==> src/rtl/data_memory_arbiter_pkg.sv <==
// Shared types and default sizing for the data-memory arbiter and the
// processor integration that instantiates it.
package mem_arb_pkg;

   typedef enum logic {
      FREE   = 1'b0,
      LOCKED = 1'b1
   } arb_state_t;

   localparam int XLEN_DEF  = 64;
   localparam int N_REQ_DEF = 2;

endpackage

==> src/rtl/data_memory_arbiter_if.sv <==
// Requester-side bus of the data-memory arbiter: packed per-requester
// request/command lanes and the shared read-data return.
interface data_memory_arbiter_if #(
   parameter int xlen  = 64,
   parameter int n_req = 2
);
   logic [n_req-1:0]      req;
   logic [n_req-1:0]      we;
   logic [n_req-1:0]      lock;
   logic [n_req*xlen-1:0] addr;
   logic [n_req*xlen-1:0] wdata;
   logic [n_req-1:0]      gnt;
   logic [n_req-1:0]      stall;
   logic [n_req-1:0]      rvalid;
   logic [xlen-1:0]       rdata;

   modport master (
      output req, we, lock, addr, wdata,
      input  gnt, stall, rvalid, rdata
   );

   modport slave (
      input  req, we, lock, addr, wdata,
      output gnt, stall, rvalid, rdata
   );
endinterface

==> src/rtl/data_memory_arbiter_rr_picker.sv <==
// Combinational round-robin select: one-hot grant to the first request at
// or above ptr, wrapping modulo n.
module rr_picker #(
   parameter int n     = 2,
   parameter int ptr_w = (n > 1) ? $clog2(n) : 1
) (
   input  logic [n-1:0]     req,
   input  logic [ptr_w-1:0] ptr,
   output logic [n-1:0]     gnt
);

   int   idx;
   logic found;

   always_comb begin
      gnt   = '0;
      found = 1'b0;
      idx   = 0;
      for (int off = 0; off < n; off++) begin
         idx = int'(ptr) + off;
         if (idx >= n) idx = idx - n;
         for (int j = 0; j < n; j++) begin
            if (!found && (j == idx) && req[j]) begin
               gnt[j] = 1'b1;
               found  = 1'b1;
            end
         end
      end
   end

endmodule

==> src/rtl/data_memory_arbiter.sv <==
// Single-port data memory arbiter: round-robin between requesters with an
// optional burst lock, registered read return and saturating grant counters.
//
// state  | meaning
// FREE   | no owner; round-robin search from rr_ptr
// LOCKED | owner_q keeps the memory while its req stays high
module data_memory_arbiter
   import mem_arb_pkg::*;
#(
   parameter int xlen  = XLEN_DEF,
   parameter int n_req = N_REQ_DEF,
   parameter int cnt_w = 32
) (
   input  logic                     clk,
   input  logic                     rstn,
   data_memory_arbiter_if.slave     bus,
   output logic [n_req*cnt_w-1:0]   grant_count,
   output logic                     mem_read_en,
   output logic                     mem_write_en,
   output logic [xlen-1:0]          mem_address,
   output logic [xlen-1:0]          mem_write_data,
   input  logic [xlen-1:0]          mem_read_data
);

   localparam int ptr_w = $clog2(n_req);

   arb_state_t       state_q, state_d;
   logic [ptr_w-1:0] owner_q, owner_d;
   logic [ptr_w-1:0] rr_ptr_q, rr_ptr_d;
   logic [ptr_w-1:0] gnt_idx;
   logic [n_req-1:0] pick_gnt;
   logic [n_req-1:0] gnt;
   logic [n_req-1:0] rvalid_q, rvalid_d;
   logic [xlen-1:0]  rdata_q, rdata_d;
   logic [cnt_w-1:0] cnt_q [n_req];

   rr_picker #(
      .n     (n_req),
      .ptr_w (ptr_w)
   ) u_rr_picker (
      .req (bus.req),
      .ptr (rr_ptr_q),
      .gnt (pick_gnt)
   );

   always_comb begin
      gnt            = '0;
      gnt_idx        = '0;
      state_d        = state_q;
      owner_d        = owner_q;
      rr_ptr_d       = rr_ptr_q;
      rvalid_d       = '0;
      rdata_d        = rdata_q;
      mem_read_en    = 1'b0;
      mem_write_en   = 1'b0;
      mem_address    = '0;
      mem_write_data = '0;

      // No access is issued while reset is held, even with requests pending.
      if (rstn) begin
         if (state_q == LOCKED && bus.req[owner_q]) gnt[owner_q] = 1'b1;
         else                                       gnt          = pick_gnt;
      end

      for (int i = 0; i < n_req; i++) begin
         if (gnt[i]) begin
            gnt_idx        = ptr_w'(i);
            mem_address    = bus.addr[i*xlen +: xlen];
            mem_write_data = bus.wdata[i*xlen +: xlen];
            mem_write_en   = bus.we[i];
            mem_read_en    = ~bus.we[i];
         end
      end

      if (|gnt) begin
         rr_ptr_d = (gnt_idx == ptr_w'(n_req - 1)) ? '0 : gnt_idx + ptr_w'(1);
         if (bus.lock[gnt_idx]) begin
            state_d = LOCKED;
            owner_d = gnt_idx;
         end else begin
            state_d = FREE;
         end
         if (!bus.we[gnt_idx]) begin
            rvalid_d[gnt_idx] = 1'b1;
            rdata_d           = mem_read_data;
         end
      end else begin
         // Locked with no grant means the owner dropped req.
         state_d = FREE;
      end
   end

   always_ff @(posedge clk) begin
      if (!rstn) begin
         state_q  <= FREE;
         owner_q  <= '0;
         rr_ptr_q <= '0;
         rvalid_q <= '0;
         rdata_q  <= '0;
         for (int i = 0; i < n_req; i++) cnt_q[i] <= '0;
      end else begin
         state_q  <= state_d;
         owner_q  <= owner_d;
         rr_ptr_q <= rr_ptr_d;
         rvalid_q <= rvalid_d;
         rdata_q  <= rdata_d;
         for (int i = 0; i < n_req; i++) begin
            if (gnt[i] && (cnt_q[i] != '1)) cnt_q[i] <= cnt_q[i] + cnt_w'(1);
         end
      end
   end

   always_comb begin
      grant_count = '0;
      for (int i = 0; i < n_req; i++) grant_count[i*cnt_w +: cnt_w] = cnt_q[i];
   end

   assign bus.gnt    = gnt;
   assign bus.stall  = bus.req & ~gnt;
   assign bus.rvalid = rvalid_q;
   assign bus.rdata  = rdata_q;

endmodule

==> src/flat_wrapper.sv <==
// flat-port wrapper written by rule: the top's interface ports become plain ports
module data_memory_arbiter_flat import mem_arb_pkg::*;
#(
   parameter int xlen  = XLEN_DEF,
   parameter int n_req = N_REQ_DEF,
   parameter int cnt_w = 32
)
  (clk, rstn, grant_count, mem_read_en, mem_write_en, mem_address, mem_write_data, mem_read_data, bus_req, bus_we, bus_lock, bus_addr, bus_wdata, bus_gnt, bus_stall, bus_rvalid, bus_rdata);
  data_memory_arbiter_if #(.xlen(xlen), .n_req(n_req)) bus_i ();
  input  logic clk;
  input  logic rstn;
  output logic [n_req*cnt_w-1:0] grant_count;
  output logic mem_read_en;
  output logic mem_write_en;
  output logic [xlen-1:0] mem_address;
  output logic [xlen-1:0] mem_write_data;
  input  logic [xlen-1:0] mem_read_data;
  input wire logic [$bits(bus_i.req)-1:0] bus_req;
  input wire logic [$bits(bus_i.we)-1:0] bus_we;
  input wire logic [$bits(bus_i.lock)-1:0] bus_lock;
  input wire logic [$bits(bus_i.addr)-1:0] bus_addr;
  input wire logic [$bits(bus_i.wdata)-1:0] bus_wdata;
  output wire logic [$bits(bus_i.gnt)-1:0] bus_gnt;
  output wire logic [$bits(bus_i.stall)-1:0] bus_stall;
  output wire logic [$bits(bus_i.rvalid)-1:0] bus_rvalid;
  output wire logic [$bits(bus_i.rdata)-1:0] bus_rdata;
  assign bus_i.req = bus_req;
  assign bus_i.we = bus_we;
  assign bus_i.lock = bus_lock;
  assign bus_i.addr = bus_addr;
  assign bus_i.wdata = bus_wdata;
  assign bus_gnt = bus_i.gnt;
  assign bus_stall = bus_i.stall;
  assign bus_rvalid = bus_i.rvalid;
  assign bus_rdata = bus_i.rdata;
  data_memory_arbiter #(.xlen(xlen), .n_req(n_req), .cnt_w(cnt_w)) u_core (.clk(clk), .rstn(rstn), .bus(bus_i), .grant_count(grant_count), .mem_read_en(mem_read_en), .mem_write_en(mem_write_en), .mem_address(mem_address), .mem_write_data(mem_write_data), .mem_read_data(mem_read_data));
endmodule
==> config.mk <==
export PLATFORM = sky130hd
export DESIGN_NAME = data_memory_arbiter_flat
export DESIGN_NICKNAME = d
export VERILOG_FILES = /design/src/rtl/data_memory_arbiter_pkg.sv /design/src/rtl/data_memory_arbiter_if.sv /design/src/rtl/data_memory_arbiter_rr_picker.sv /design/src/rtl/data_memory_arbiter.sv /design/src/flat_wrapper.sv
export SDC_FILE = /design/constraint.sdc
export NUM_CORES = 1
export LEC_CHECK = 0
export BUFFER_PORTS_ARGS = -buffer_cell sky130_fd_sc_hd__buf_2
export CAP_MARGIN = 5
export CORE_AREA = 2 2 231 233
export DETAILED_ROUTE_END_ITERATION = 7
export DIE_AREA = 0 0 233 235
export PLACE_DENSITY = 0.49
export SLEW_MARGIN = 5
export SYNTH_ARGS = -nofsm -noshare
export SYNTH_HDL_FRONTEND = slang
export SYNTH_HIERARCHICAL = 1
export SYNTH_SLANG_ARGS = --single-unit
export TNS_END_PERCENT = 50
==> constraint.sdc <==
create_clock -name clk -period 2.7 [get_ports clk]
set_input_delay 0.135 -clock clk [delete_from_list [all_inputs] [get_ports clk]]
set_output_delay 0.135 -clock clk [all_outputs]
set_load 0.05 [all_outputs]
## Yosys cells after proc, flatten, opt, wreduce, memory -nomap -nowiden

Memories as Yosys holds them, arrays and structs flattened.
Index checks and enable logic that the tools add are counted.

| word-level totals | value |
|---|---|
| register bits after elaboration | 69 |
| bits in writable memories | 64 |
| logic and storage cells | 93 |
| memories kept | 1 |

| operators by class | value |
|---|---|
| $add $sub $neg | 6 |
| $lt $le $gt $ge | 6 |
| equal/unequal tests | 4 |
| muxes and demuxes | 40 |
| bitwise gates (word level) | 9 |
| reduce and logical (&&, ||, !) cells | 22 |

Memories:

| memory | words | bits a word | read ports | clocked after Yosys merged registers in | wr ports | line | RTL |
|---|---|---|---|---|---|---|---|
| u_core.cnt_q | 2 | 32 | 2 | 0 | 2 | data_memory_arbiter.sv:35 | `logic [cnt_w-1:0] cnt_q [n_req];` |

Operator list:

| cell | number |
|---|---|
| 2-to-1 mux 64 bit | 4 |
| 2-to-1 mux 32 bit | 4 |
| adder 32 x 1 -> 32 bit (second input constant) | 2 |
| equality test 2 x 32 -> 1 bit (first input constant) | 2 |
| zero test 32 bit | 2 |
| != test 32 bit (second input constant) | 2 |
| 2-to-1 mux 1 bit | 28 |
| logical AND 1 bit | 12 |
| AND reduction 2 bit | 3 |
| NOT 1 bit | 5 |
| < comparator 1 x 2 -> 1 bit (second input constant) | 2 |
| 2-to-1 mux 2 bit | 2 |
| zero test 1 bit | 3 |
| OR reduction 3 bit | 1 |
| subtractor 1 x 2 -> 3 bit (second input constant) | 1 |
| subtractor 2 x 2 -> 3 bit (second input constant) | 1 |
| adder 1 x 1 -> 2 bit (second input constant) | 1 |
| bitwise AND 2 bit | 1 |
| demux 1 bit (select 1 bit) | 2 |
| greater-or-equal comparator 1 bit (second input constant) | 2 |
| greater-or-equal comparator 1 x 2 -> 1 bit (second input constant) | 1 |
| greater-or-equal comparator 2 bit (second input constant) | 1 |
| NOT 2 bit | 1 |
| OR 1 bit | 2 |
| 2 further kinds | 2 |

## Longest topological paths before layout

| logic depth | value |
|---|---|
| depth in word-level cells | 24 |
| mapped depth | 10 |
| depth with buffers taken out | 8 |

## Cells and area by module

The synthesis kept the hierarchy.

Modules (own cells, without submodules):

| module | times used | cells an instance | area each (µm²) |
|---|---|---|---|
| data_memory_arbiter | 1 | 1063 | 7880.1 |
| rr_picker | 1 | 3 | 18.8 |

## Worst setup path before layout

No wires, ideal clock.

| timing | value |
|---|---|
| path kind | flip-flop to flip-flop |
| start point | mem u_core.cnt_q[0][0] |
| end point | mem u_core.cnt_q[0][0], enable pin |
| data arrival time | 2.278 ns |
| data required time | 2.222 ns |
| setup slack | -0.056 ns |
| stages on the path, launching flop included | 7 |
| period minus slack after synthesis | 2.756 ns |
| path through | edfxtp_1 > ha_1 > inv_1 > nor4_4 > nand4_1 > nand2_1 > nand2_1 |

RTL lines:

| element | line |
|---|---|
| start: declaration | data_memory_arbiter.sv:35 |

## Worst setup path after layout

| timing | value |
|---|---|
| start point | reg u_core.owner_q |
| end point | out mem_address[59] |

| between the ends | value |
|---|---|
| cells in the longest elaborated chain, start to end | 8 |
| elaborated cells on any way between the ends | 12 |
| classes of those cells | 2 x order compare; 8 x mux; 2 x reduce/logical |

RTL lines:

| element | line | RTL |
|---|---|---|
| start: declaration | data_memory_arbiter.sv:28 | `logic [ptr_w-1:0] owner_q, owner_d;` |
| start signal: assignment | data_memory_arbiter.sv:103 | `owner_q <= owner_d;` |
| < comparator 1 x 2 -> 1 bit (implied by the code) or greater-or-equal comparator 1 bit (tied branches) | data_memory_arbiter.sv:61 | `if (state_q == LOCKED && bus.req[owner_q]) gnt[owner_q] = 1'b1;` |
| logical AND 1 bit (implied by the code) | data_memory_arbiter.sv:61 |  |
| 2-to-1 mux 1 bit (implied by the code) | data_memory_arbiter.sv:61 |  |
| demux 1 bit (select 1 bit) | -- |  |
| 2-to-1 mux 2 bit (*) | data_memory_arbiter.sv:61 |  |
| 2-to-1 mux 2 bit (*) | data_memory_arbiter.sv:60 | `if (rstn) begin` |
| 2-to-1 mux 64 bit | data_memory_arbiter.sv:66 | `if (gnt[i]) begin` |
| 2-to-1 mux 64 bit (*) | data_memory_arbiter.sv:66 |  |
| end: declaration | flat_wrapper.sv:15 | `output logic [xlen-1:0] mem_address;` |

Every way passes the cells marked *; elsewhere a longest branch is shown, timed or not. The select of a mux whose other input is x is not followed.

==> impl_metrics.csv <==
group,metric,value,unit
status,outcome,"complete, no violations",
final_layout,layoutNonFillerInstCount,2409,
detailed_routing,antenna_left,0,
detailed_routing,drtIter0Drc,696,
floorplanning,coreArea,52200,µm²
global_route,grt_pass1_vias,9945,
logic_synthesis,synth_nets,1396,
sta,finalWorstSetupSlack,0.0905,ns
sta,max_clock_freq,383,MHz
detailed_routing,vias,10197,
job,drv_cap,0,
logic_synthesis,ys_types,43,
hold_path,worstHoldStart,"mem_read_data[16]",
logic_synthesis,synth.area.top_cells,"edfxtp_1 24%, dfxtp_1 17%, nand2_1 16%, nand3_1 9.9%, o21ai_0 7.9%",
logic_synthesis,yosys_warnings,6,
clock_tree,clk_latency,0.44,ns
floorplanning,design.die.area,54800,µm²
hold_path,hold_class,"in2reg",
critical_path,r2r-end,"u_core/cnt_q[0][46]$_SDFFCE_PN0P_",
sta,hold-worst-slack,0.0540,ns
clock_tree,cts-htree-levels,4,
critical_path,crit_type,"reg2out",
placement,gp_congestion,0.994,
placement,dp_slack,0.276,ns
critical_path,end_kind,"output port",
logic_synthesis,synth-async-reset-ratio,0,
logic_synthesis,postSynthAreaPerCell,7.41,µm²
placement,dpl_cell_area,12600,µm²
sta,setup_viol,0,
detailed_routing,drc,0,
logic_synthesis,syn-cell-area,7900,µm²
sta,fin_crit_sh,0.966,
final_layout,area_growth,80.8,%
critical_path,cp.arrival,2.47,ns
floorplanning,dieWidth,233,µm
sta,layout_min_cycle_time,2.61,ns
global_route,track_usage,0.161,
clock_tree,cts_tree,"yes",
logic_synthesis,postSynthCellCount,1066,
clock_tree,cts_buffers,17,
floorplanning,die-height,235,µm
clock_tree,clockRootBuffer,"clkbuf_16",
critical_path,cp-endpoint,"mem_address[59]",
global_route,grt_first_pass_wirelength,65100,µm
logic_synthesis,ys_ff_latch,133,
final_layout,drive_gt1_frac,0.411,
detailed_routing,dr.pass1.iters,5,
logic_synthesis,synth_top_area_frac,0.243,
sta,skew,0.00996,ns
critical_path,worstPathMaxFanout,15,
power,ir_drop,395,µV
logic_synthesis,synth_flop_cell,"dfxtp_1",
placement,port_buffers,591,
detailed_routing,avgViaCountPerCell,4.23,
critical_path,crit_start,"u_core/owner_q$_SDFFE_PN0P_",
clock_tree,clk_pin_slew,0.06,ns
critical_path,rr_worst_depth,7,
clock_tree,clockBufferDepth,2,
placement,dp_cells,2297,
global_route,grt_max_degree,67,
logic_synthesis,synth_edf_count,64,
detailed_routing,wl,46400,µm
placement,dp_hpwl,35800,µm
sta,slew_headroom,0.479,
logic_synthesis,synth_top_cell_by_area,"edfxtp_1",
sta,slew_viol_final,0,
power,p_per_area,563,nW/µm²
floorplanning,io_pins,592,
clock_tree,cts.sinks,133,
power,leakagePower,0.00670,µW
critical_path,required,2.57,ns
detailed_routing,post_drt_wl_per_cell,19.2,µm
global_route,overflow,0,
sta,worst_slew_pin_slew,0.782,ns
sta,hold_viol,0,
critical_path,r2r_start,"u_core/cnt_q[0][0]$_SDFFCE_PN0P_",
logic_synthesis,yosysSeqAreaShare,0.418,
logic_synthesis,ys_top_cells_by_count,"340 x nand2_1, 156 x nand3_1, 124 x o21ai_0, 69 x dfxtp_1",
floorplanning,start_util,0.151,
final_layout,nets,2029,
sta,grt_setup_unrepaired,"true",
floorplanning,core.rowCount,84,
final_layout,final_area,14300,µm²
critical_path,r2r_slack,0.37,ns
global_route,antenna_found_initial,10,
logic_synthesis,synth.most_common_cell,"nand2_1",
critical_path,start_kind,"flip-flop",
==> metal layers <==
| metal | wire [µm] | part of all wire | global-route usage | vias up |
|---|---|---|---|---|
| met2 | 22200 | 0.48 | 0.262 | 458 |
| met5 | 9 | 0.00019 | 0 | - |
| met1 | 18700 | 0.40 | 0.194 | 4818 |
| met3 | 4850 | 0.10 | 0.0659 | 34 |
| met4 | 586 | 0.013 | 0.0434 | 2 |
| li1 | - | - | - | 4885 |
==> cells in the final DEF (no fill, tap or decap), types with 3 or more instances in the layout <==
master / count
inv_1: 10
nand3_2: 3
dlygate4sd3_1: 65
nand3_1: 153
nor3_1: 12
dfxtp_1: 68
nor2_1: 64
clkbuf_4: 10
and2_1: 4
bufinv_16: 3
nor4_4: 3
buf_6: 13
buf_12: 67
xor2_1: 40
and4_1: 3
clkinv_4: 4
nor2b_1: 3
edfxtp_1: 64
buf_2: 494
nand4_1: 22
buf_4: 40
xnor2_1: 20
nand2_2: 11
o21ai_0: 124
o21ai_1: 5
clkbuf_16: 19
diode_2: 9
nand2_1: 328
and3_1: 9
nor2_2: 10
==> state kept, by name (all words and copies together) (netlist names) <==
register           flops
u_core/bus.rdata      64
u_core/rr_ptr_q        1
u_core/state_q         1
u_core/cnt_q          64
u_core/bus.rvalid      2
u_core/owner_q         1
==> timing repair <==
item	in CTS	in global routing
gates resized for setup	38	40
hold buffers	65	0
hold endpoints to repair	65	0
cloned	2	1
setup endpoints to repair	131	128
buffers inserted	3	0
pin swaps	1	3
==> worst min path at each step <==
stage / endpoint / cells past startpoint / slack [ns]
2_1_floorplan: u_core/owner_q$_SDFFE_PN0P_ / 1 / 0.23
3_3_place_gp: u_core/owner_q$_SDFFE_PN0P_ / 2 / 0.34
4_1_cts: u_core/bus.rdata[16]$_SDFFE_PN0P_ / 3 / 0.009
3_5_place_dp: u_core/owner_q$_SDFFE_PN0P_ / 2 / 0.35
6_report: u_core/bus.rdata[16]$_SDFFE_PN0P_ / 3 / 0.05
5_1_grt: u_core/bus.rdata[16]$_SDFFE_PN0P_ / 3 / 0.03
==> area by class of cell <==
| class | count | area [µm²] |
|---|---|---|
| antenna | 9 | 22.5 |
| tap | 688 | 861 |
| timing repair buffer | 694 | 5130 |
| fill | 5622 | 38000 |
| clock buffer | 19 | 464 |
| sequential | 133 | 3300 |
| inverter | 11 | 53.8 |
| multi-input combinational | 842 | 4280 |
| clock inverter | 13 | 169 |
==> worst max-delay path, stage by stage (launching register included) <==
cell and delay, ns:
dfxtp_2 0.39, mux2_1 0.38, a21oi_4 0.24, a311oi_4 0.08, buf_4 0.18, bufbuf_16 0.29
nand3_1 0.12, nand2_1 0.15, buf_12 0.19
==> per-stage QoR <==
stage | util | TNS (ns) | total power, µW
floorplan | - | 0 | 4210
global placement | 0.242 | 0 | 5370
detailed placement | 0.242 | 0 | 5380
CTS | 0.270 | -0.0266 | 8110
global route | 0.273 | -0.140 | 8380
finish | 0.273 | 0 | 8040
==> cell families after synthesis <==
group | after synthesis | synth area share
compound gates | 143 | 0.0987
xor+xnor | 60 | 0.0665
fa+ha+maj | 2 | 0.00317
buf+inv | 91 | 0.0529
flops | 133 | 0.418
mux | 1 | 0.00143
simple gates | 636 | 0.359
==> power breakdown <==
| part | leakage (µW) | switching (µW) | internal, µW | total (µW) |
|---|---|---|---|---|
| registers | 0.00124 | 176 | 2310 | 2490 |
| clock network | 0.000306 | 993 | 1540 | 2530 |
| logic | 0.00515 | 2030 | 980 | 3010 |
| total | 0.00670 | 3200 | 4840 | 8040 |
No activity file was read; power rests on OpenSTA's default activity.
